$ cat config.mk
export PLATFORM = sky130hd
export DESIGN_NAME = uart_cmd_parser
export DESIGN_NICKNAME = d
export VERILOG_FILES = /design/src/rtl/uart_cmd_pkg.sv /design/src/rtl/hex_ascii_conv.sv /design/src/rtl/uart_cmd_parser.sv
export SDC_FILE = /design/constraint.sdc
export NUM_CORES = 1
export LEC_CHECK = 0
export ABC_AREA = 1
export CAP_MARGIN = 20
export CORE_MARGIN = 2
export CORE_UTILIZATION = 40
export CTS_BUF_LIST = sky130_fd_sc_hd__clkbuf_16
export DETAILED_ROUTE_END_ITERATION = 16
export SYNTH_ARGS = -nofsm -noshare
export SYNTH_HDL_FRONTEND = slang
export SYNTH_SLANG_ARGS = --single-unit
$ cat constraint.sdc
create_clock -name clk -period 4.9 [get_ports clk]
set_clock_uncertainty 0.05 [all_clocks]
set_input_delay 0.735 -clock clk [delete_from_list [all_inputs] [get_ports clk]]
set_output_delay 0.735 -clock clk [all_outputs]
set_load 0.05 [all_outputs]
$ cat src/rtl/uart_cmd_pkg.sv
// uart_cmd_pkg: ASCII constants, parser states and response sizing shared by the UART command parser.
package uart_cmd_pkg;
    localparam logic [7:0] CR    = 8'h0D;
    localparam logic [7:0] LF    = 8'h0A;
    localparam logic [7:0] SPACE = 8'h20;
    localparam logic [7:0] CH_W  = "W";
    localparam logic [7:0] CH_R  = "R";
    localparam logic [7:0] CH_O  = "O";
    localparam logic [7:0] CH_K  = "K";
    localparam logic [7:0] CH_E  = "E";
    localparam int RESP_LEN = 4;
    localparam int RESP_IW  = $clog2(RESP_LEN);

    typedef enum logic [2:0] {IDLE, ARGS, EXEC, READ_WAIT, DISCARD, RESP} state_t;

    // Case-insensitive match of a received byte against an uppercase letter.
    function automatic logic is_letter(input logic [7:0] b, input logic [7:0] up);
        return (b | 8'h20) == (up | 8'h20);
    endfunction
endpackage

$ cat src/rtl/hex_ascii_conv.sv
// hex_ascii_conv: ASCII hex digit decode and byte-to-uppercase-hex encode.
module hex_ascii_conv (
    input  logic [7:0] ascii,
    input  logic [7:0] value,
    output logic       is_hex,
    output logic [3:0] nibble,
    output logic [7:0] hex_hi,
    output logic [7:0] hex_lo
);
    logic       dig;
    logic       alpha;
    logic [7:0] low;

    // Folding bit 5 maps 'A'-'F' onto 'a'-'f'; digits are tested unfolded.
    assign low    = ascii | 8'h20;
    assign dig    = ascii >= "0" && ascii <= "9";
    assign alpha  = low >= "a" && low <= "f";
    assign is_hex = dig || alpha;
    assign nibble = dig ? ascii[3:0] : ascii[3:0] + 4'd9;

    function automatic logic [7:0] to_ascii(input logic [3:0] n);
        return n < 4'd10 ? {4'h3, n} : {4'h0, n} + 8'h37;
    endfunction

    assign hex_hi = to_ascii(value[7:4]);
    assign hex_lo = to_ascii(value[3:0]);
endmodule

$ cat src/rtl/uart_cmd_parser.sv
// uart_cmd_parser: line console turning "W aa dd" / "R aa" into register-bus accesses with ASCII replies.
// Define UART_CMD_ECHO_EN to echo every accepted byte ahead of the response.
module uart_cmd_parser
    import uart_cmd_pkg::*;
#(
    parameter int MAX_LINE     = 8,
    parameter int TERM_LF_ONLY = 0
) (
    input  logic       clk,
    input  logic       reset,
    input  logic [7:0] uart_rx_data,
    input  logic       uart_rx_ready,
    input  logic       uart_tx_fifo_ready,
    output logic       start_uart_tx,
    output logic [7:0] uart_tx_data,
    output logic [7:0] reg_addr,
    output logic [7:0] reg_wdata,
    output logic       reg_we,
    output logic       reg_re,
    input  logic [7:0] reg_rdata,
    output logic       rx_overrun
);
    localparam int LW = $clog2(MAX_LINE + 5);

    state_t                state;
    logic                  op_write;
    logic [15:0]           acc;
    logic [LW-1:0]         nib_cnt;
    logic [LW-1:0]         line_len;
    logic [8*RESP_LEN-1:0] resp;
    logic [RESP_IW-1:0]    resp_idx;
    logic                  is_hex;
    logic [3:0]            nibble;
    logic [7:0]            hex_hi;
    logic [7:0]            hex_lo;
    logic                  is_term;
    logic                  is_space;
    logic                  tx_slot;
    logic                  resp_slot;
    logic                  accepting;

    hex_ascii_conv u_conv (
        .ascii (uart_rx_data),
        .value (reg_rdata),
        .is_hex(is_hex),
        .nibble(nibble),
        .hex_hi(hex_hi),
        .hex_lo(hex_lo)
    );

    assign is_term   = uart_rx_data == LF || (TERM_LF_ONLY == 0 && uart_rx_data == CR);
    assign is_space  = uart_rx_data == SPACE;
    // The FIFO ready flag lags an enqueue by a cycle, so never strobe twice in a row.
    assign tx_slot   = uart_tx_fifo_ready && !start_uart_tx;
    assign accepting = state == IDLE || state == ARGS || state == DISCARD;

`ifdef UART_CMD_ECHO_EN
    logic       echo_full;
    logic [7:0] echo_byte;
    assign resp_slot = tx_slot && !echo_full;
`else
    assign resp_slot = tx_slot;
`endif

    always_ff @(posedge clk) begin
        if (reset) begin
            state         <= IDLE;
            op_write      <= 1'b0;
            acc           <= '0;
            nib_cnt       <= '0;
            line_len      <= '0;
            resp          <= '0;
            resp_idx      <= '0;
            start_uart_tx <= 1'b0;
            uart_tx_data  <= '0;
            reg_addr      <= '0;
            reg_wdata     <= '0;
            reg_we        <= 1'b0;
            reg_re        <= 1'b0;
            rx_overrun    <= 1'b0;
`ifdef UART_CMD_ECHO_EN
            echo_full     <= 1'b0;
            echo_byte     <= '0;
`endif
        end else begin
            start_uart_tx <= 1'b0;
            reg_we        <= 1'b0;
            reg_re        <= 1'b0;
            if (uart_rx_ready && !accepting) rx_overrun <= 1'b1;
`ifdef UART_CMD_ECHO_EN
            if (tx_slot && echo_full) begin
                start_uart_tx <= 1'b1;
                uart_tx_data  <= echo_byte;
                echo_full     <= 1'b0;
            end
            if (uart_rx_ready && accepting) begin
                if (echo_full) rx_overrun <= 1'b1;
                else begin
                    echo_full <= 1'b1;
                    echo_byte <= uart_rx_data;
                end
            end
`endif
            case (state)
                IDLE: if (uart_rx_ready && !is_term && !is_space) begin
                    if (is_letter(uart_rx_data, CH_W) || is_letter(uart_rx_data, CH_R)) begin
                        state    <= ARGS;
                        op_write <= is_letter(uart_rx_data, CH_W);
                        acc      <= '0;
                        nib_cnt  <= '0;
                        line_len <= LW'(1);
                    end else state <= DISCARD;
                end
                ARGS: if (uart_rx_ready && !is_space) begin
                    if (is_term) begin
                        if (nib_cnt == (op_write ? LW'(4) : LW'(2))) begin
                            state    <= EXEC;
                            reg_addr <= op_write ? acc[15:8] : acc[7:0];
                            if (op_write) reg_wdata <= acc[7:0];
                            reg_we   <= op_write;
                            reg_re   <= !op_write;
                        end else begin
                            state <= RESP;
                            resp  <= {CH_E, CH_R, CR, LF};
                        end
                    end else if (is_hex && line_len < LW'(MAX_LINE)) begin
                        acc      <= {acc[11:0], nibble};
                        nib_cnt  <= nib_cnt + LW'(1);
                        line_len <= line_len + LW'(1);
                    end else state <= DISCARD;
                end
                EXEC: begin
                    state <= op_write ? RESP : READ_WAIT;
                    resp  <= {CH_O, CH_K, CR, LF};
                end
                READ_WAIT: begin
                    state <= RESP;
                    resp  <= {hex_hi, hex_lo, CR, LF};
                end
                DISCARD: if (uart_rx_ready && is_term) begin
                    state <= RESP;
                    resp  <= {CH_E, CH_R, CR, LF};
                end
                RESP: if (resp_slot) begin
                    start_uart_tx <= 1'b1;
                    uart_tx_data  <= resp[8*RESP_LEN-1 -: 8];
                    resp          <= resp << 8;
                    resp_idx      <= resp_idx + RESP_IW'(1);
                    if (resp_idx == RESP_IW'(RESP_LEN - 1)) begin
                        state    <= IDLE;
                        resp_idx <= '0;
                        nib_cnt  <= '0;
                        line_len <= '0;
                    end
                end
                default: state <= IDLE;
            endcase
        end
    end
endmodule

==> impl_results.md <==
* Non-Filler Instances at between 800 and 900
* Async S/R FF share, synth at 0
* CP Max Fanout at 24
* Rows at 37
* Top post-synthesis cells by area: dfxtp_1 36%, nand2_1 16%, inv_1 8.6%, nor2_1 8.4%, o21ai_0 4.7%
* Max VDD drop at around 0.18 mV
* Worst skew pair latency at 0.34 ns
* Share of cells above drive strength 1 at 0.0587
* Seq pwr share at 0.364
* Multi-input gate area at about 2100 um2
* # IOs at 48
* Max Cap Viol at 0
* Status: finished, final reports clean
* Root Driver: clkbuf_16
* CP endpoint kind: flop
* Total global-route track usage at 0.183
* Drt drc at 0
* Hold Path End: reg_wdata[7]$_SDFFE_PP0P_
* Placer Congestion at ~0.91
* Worst EP arrival at 3.29 ns
* Placed Cells incl. Taps at roughly 800
* Post-Syn Area at roughly 4100 um2
* Core ar. at approximately 10000 um2
* Post-CTS Setup Inserts at 0
* Overall power at roughly 2400 uW
* Total CTS buffers at 9
* Post-CTS Resized at 0
* Fill cells at roughly 1100
* Post-synthesis sequential area ratio at 0.359
* CTS tree: done
* Maximum clock rate at between 300 and 400 MHz
* Antenna cell count at 0
* Via Count at 3965
* Synth unique cells at 39
* Vias per cell at a little under 5
* Vias in the first global route at approximately 3600
* Hold wc startpoint: reg_wdata[7]$_SDFFE_PP0P_
* Final period utilization at 0.625
* DR pass1 iterations at 5
* Post-synth top area share at 0.359
* Cell accounting for the most synthesized area: dfxtp_1
* Hold Crit Depth at 2
* Int Power at roughly 1400 uW
* H-Tree Depth at 3
* Area Overhead vs Synth at 19.1%
* Final Max Slew Viols at 0
* Crit path buffers/inverters at 2
* Chip height at about 110 um
* CP cell instances: clkdlybuf4s50_1 -> inv_1 -> ha_1 -> nand3_2 -> nand2_2 -> nand2_2 -> nand3_1 -> a21oi_4 -> nand3_2 -> nand2_1 -> nand2_1 -> nor2_1
* Crit Path Class: in -> reg
* Power per Cell Area at slightly below 500 nW/um2
* Remaining antenna violation count at 0
* Clock transition at path regs at roughly 0.060 ns
* Comb power frac at 0.366
* Post-DP HPWL at approximately 7000 um
* FF-to-FF Start: state[0]$_SDFFE_PP0P_
* Synth Area per Inst at between 6 and 7 um2
* NetSw at a little under 1000 uW
* Clk sinks at 74
* Leakage at ~0.0022 uW
* Starting Density at 0.406
* Setup TNS at 0 ns
* Worst hold path class: reg -> reg
* Die area at ~11000 um2
* Horiz. Die Dim at about 110 um
* Slew headroom at 0.455
* CP required at between 5 and 6 ns
* R2R setup slack at 2.40 ns
* CP Launch Type: primary input
* Count of nets after finishing at roughly 710
* Least-Margin Pin Slew at slightly above 0.8 ns
* Crit-path max cell delay at between 0.5 and 0.6 ns
* Setup ws final at around 1.8 ns
* Clock share of power at 0.269
* Crit-path leading delay family: simple AND/OR/NAND/NOR gates
* GR Overflow Total at 0
* Most common cell after layout, fill and taps aside: nand2_1
* Total Wirelength at around 9800 um
* Unrepaired setup endpoints after global routing: false
* Post-synth top flop: dfxtp_1
* Yosys warning count at 0
* R2R Path End: reg_wdata[0]$_SDFFE_PP0P_
* Syn Nets at roughly 670
* Routed len/inst at roughly 12 um
* Highest-count cells in the layout ignoring fill and taps: 175 x nand2_1, 96 x inv_1, 93 x nor2_1, 74 x dfxtp_1, 46 x clkdlybuf4s50_1
* Sequential cell area at approximately 1500 um2
* Reg2Reg Depth at 7
* Hold_buf cts at 0
* Net Sw Frac at 0.407
* Number of flops mapped to enable cells by yosys at 0
* DRT iter0 DRCs at between 150 and 200
* Flop and latch count out of synthesis at 74
* # port buffers at 46
* Min Tclk post-route at 3.06 ns
* Syn Inst Count at about 640
* First-pass GRT wire length at approximately 17000 um
* Critical-path cell with the highest stage delay: a21oi_4
* Largest net degree at the start of global routing at 51
* Clock Tree Buf Depth at 2
* Setup WS pre-CTS at about 1.5 ns
* Initial antenna violation count at 0
* Endpoints failing setup at 0
* Final hold viol count at 0
## state kept, by name, indices dropped and copies added (netlist names)
signal         flops
acc               16
line_len           4
nib_cnt            4
op_write           1
reg_addr           8
reg_re             1
reg_wdata          8
reg_we             1
resp              17
resp_idx           2
rx_overrun         1
start_uart_tx      1
state              3
uart_tx_data       7
## layer usage
metal / share of wire / GRT usage / wire length, um
met2: 0.42 / 0.274 / 4140
met5: 0 / 0 / 0
met1: 0.52 / 0.264 / 5130
met4: 0.020 / 0.0695 / 195
met3: 0.039 / 0.0297 / 384
## worst register-to-register path: stages (launching register included)
cell and delay, ns:
dfxtp_1 0.45, nand2_2 0.18, nor2_4 0.56, nand2_2 0.16
nor2_4 0.17, nand3_2 0.38, o21ai_0 0.37, a21oi_1 0.06
## area by class of cell
cell class / instances / area share
sequential: 74 / 0.301
clock inverter: 7 / 0.0140
tap: 136 / 0.0346
multi-input combinational: 444 / 0.433
timing repair buffer: 47 / 0.0951
inverter: 100 / 0.0763
clock buffer: 9 / 0.0458
## metrics by stage
step | hold WS, ns | area, um2 | util
CTS | 0.396 | 4920 | 0.483
global placement | 0.385 | 4630 | 0.454
finish | 0.395 | 4920 | 0.483
detailed placement | 0.386 | 4630 | 0.454
floorplan | 0.380 | 4130 | -
global route | 0.424 | 4920 | 0.483
## power by group through the flow
stage                     clock (uW)  combinational (uW)  sequential, uW
after floorplan                    0                 726             877
after global placement             0                 878             895
after detailed placement           0                 884             898
after CTS                        666                 889             887
after global routing             696                1030             905
final                            655                 889             885
## worst max path at each step
stage / to / depth (start not counted) / startpoint / slack [ns]
2_1_floorplan: nib_cnt[0]$_SDFFE_PP0P_ / 12 / uart_rx_data[0] / 2.71
3_3_place_gp: line_len[2]$_SDFFE_PP0P_ / 11 / uart_rx_data[0] / 1.60
3_5_place_dp: acc[7]$_SDFFE_PP0P_ / 12 / uart_rx_data[0] / 1.51
4_1_cts: acc[7]$_SDFFE_PP0P_ / 12 / uart_rx_data[0] / 1.86
5_1_grt: line_len[2]$_SDFFE_PP0P_ / 12 / uart_rx_data[0] / 1.62
6_report: line_len[0]$_SDFFE_PP0P_ / 12 / uart_rx_data[0] / 1.84
## cells by family after synthesis
group	after synthesis	share of synthesized area
simple gates	343	0.362
buf+inv	125	0.125
fa+ha+maj	10	0.0303
other cells	1	0.000908
xor+xnor	3	0.00636
compound gates	87	0.117
flops	74	0.359
## cells in the mapped netlist (2+ instances only)
master    instances
xor2_1            3
inv_1            95
nand4_1          26
nand2_2           6
nand3_1          25
nand3b_1          2
buf_2             7
o211ai_1          4
a21oi_2           2
clkbuf_1         10
nand3_2           3
buf_4             2
ha_1             10
dfxtp_1          74
o21ai_0          39
o21ai_1           5
nor2_2            3
nor3_1            4
a21oi_1          26
nor2_4            3
o22ai_1           2
nor2_1           93
a31oi_1           2
inv_2             4
buf_6             4
nand2_1         175
o31ai_1           2
Power figures use the tool's default switching activity.
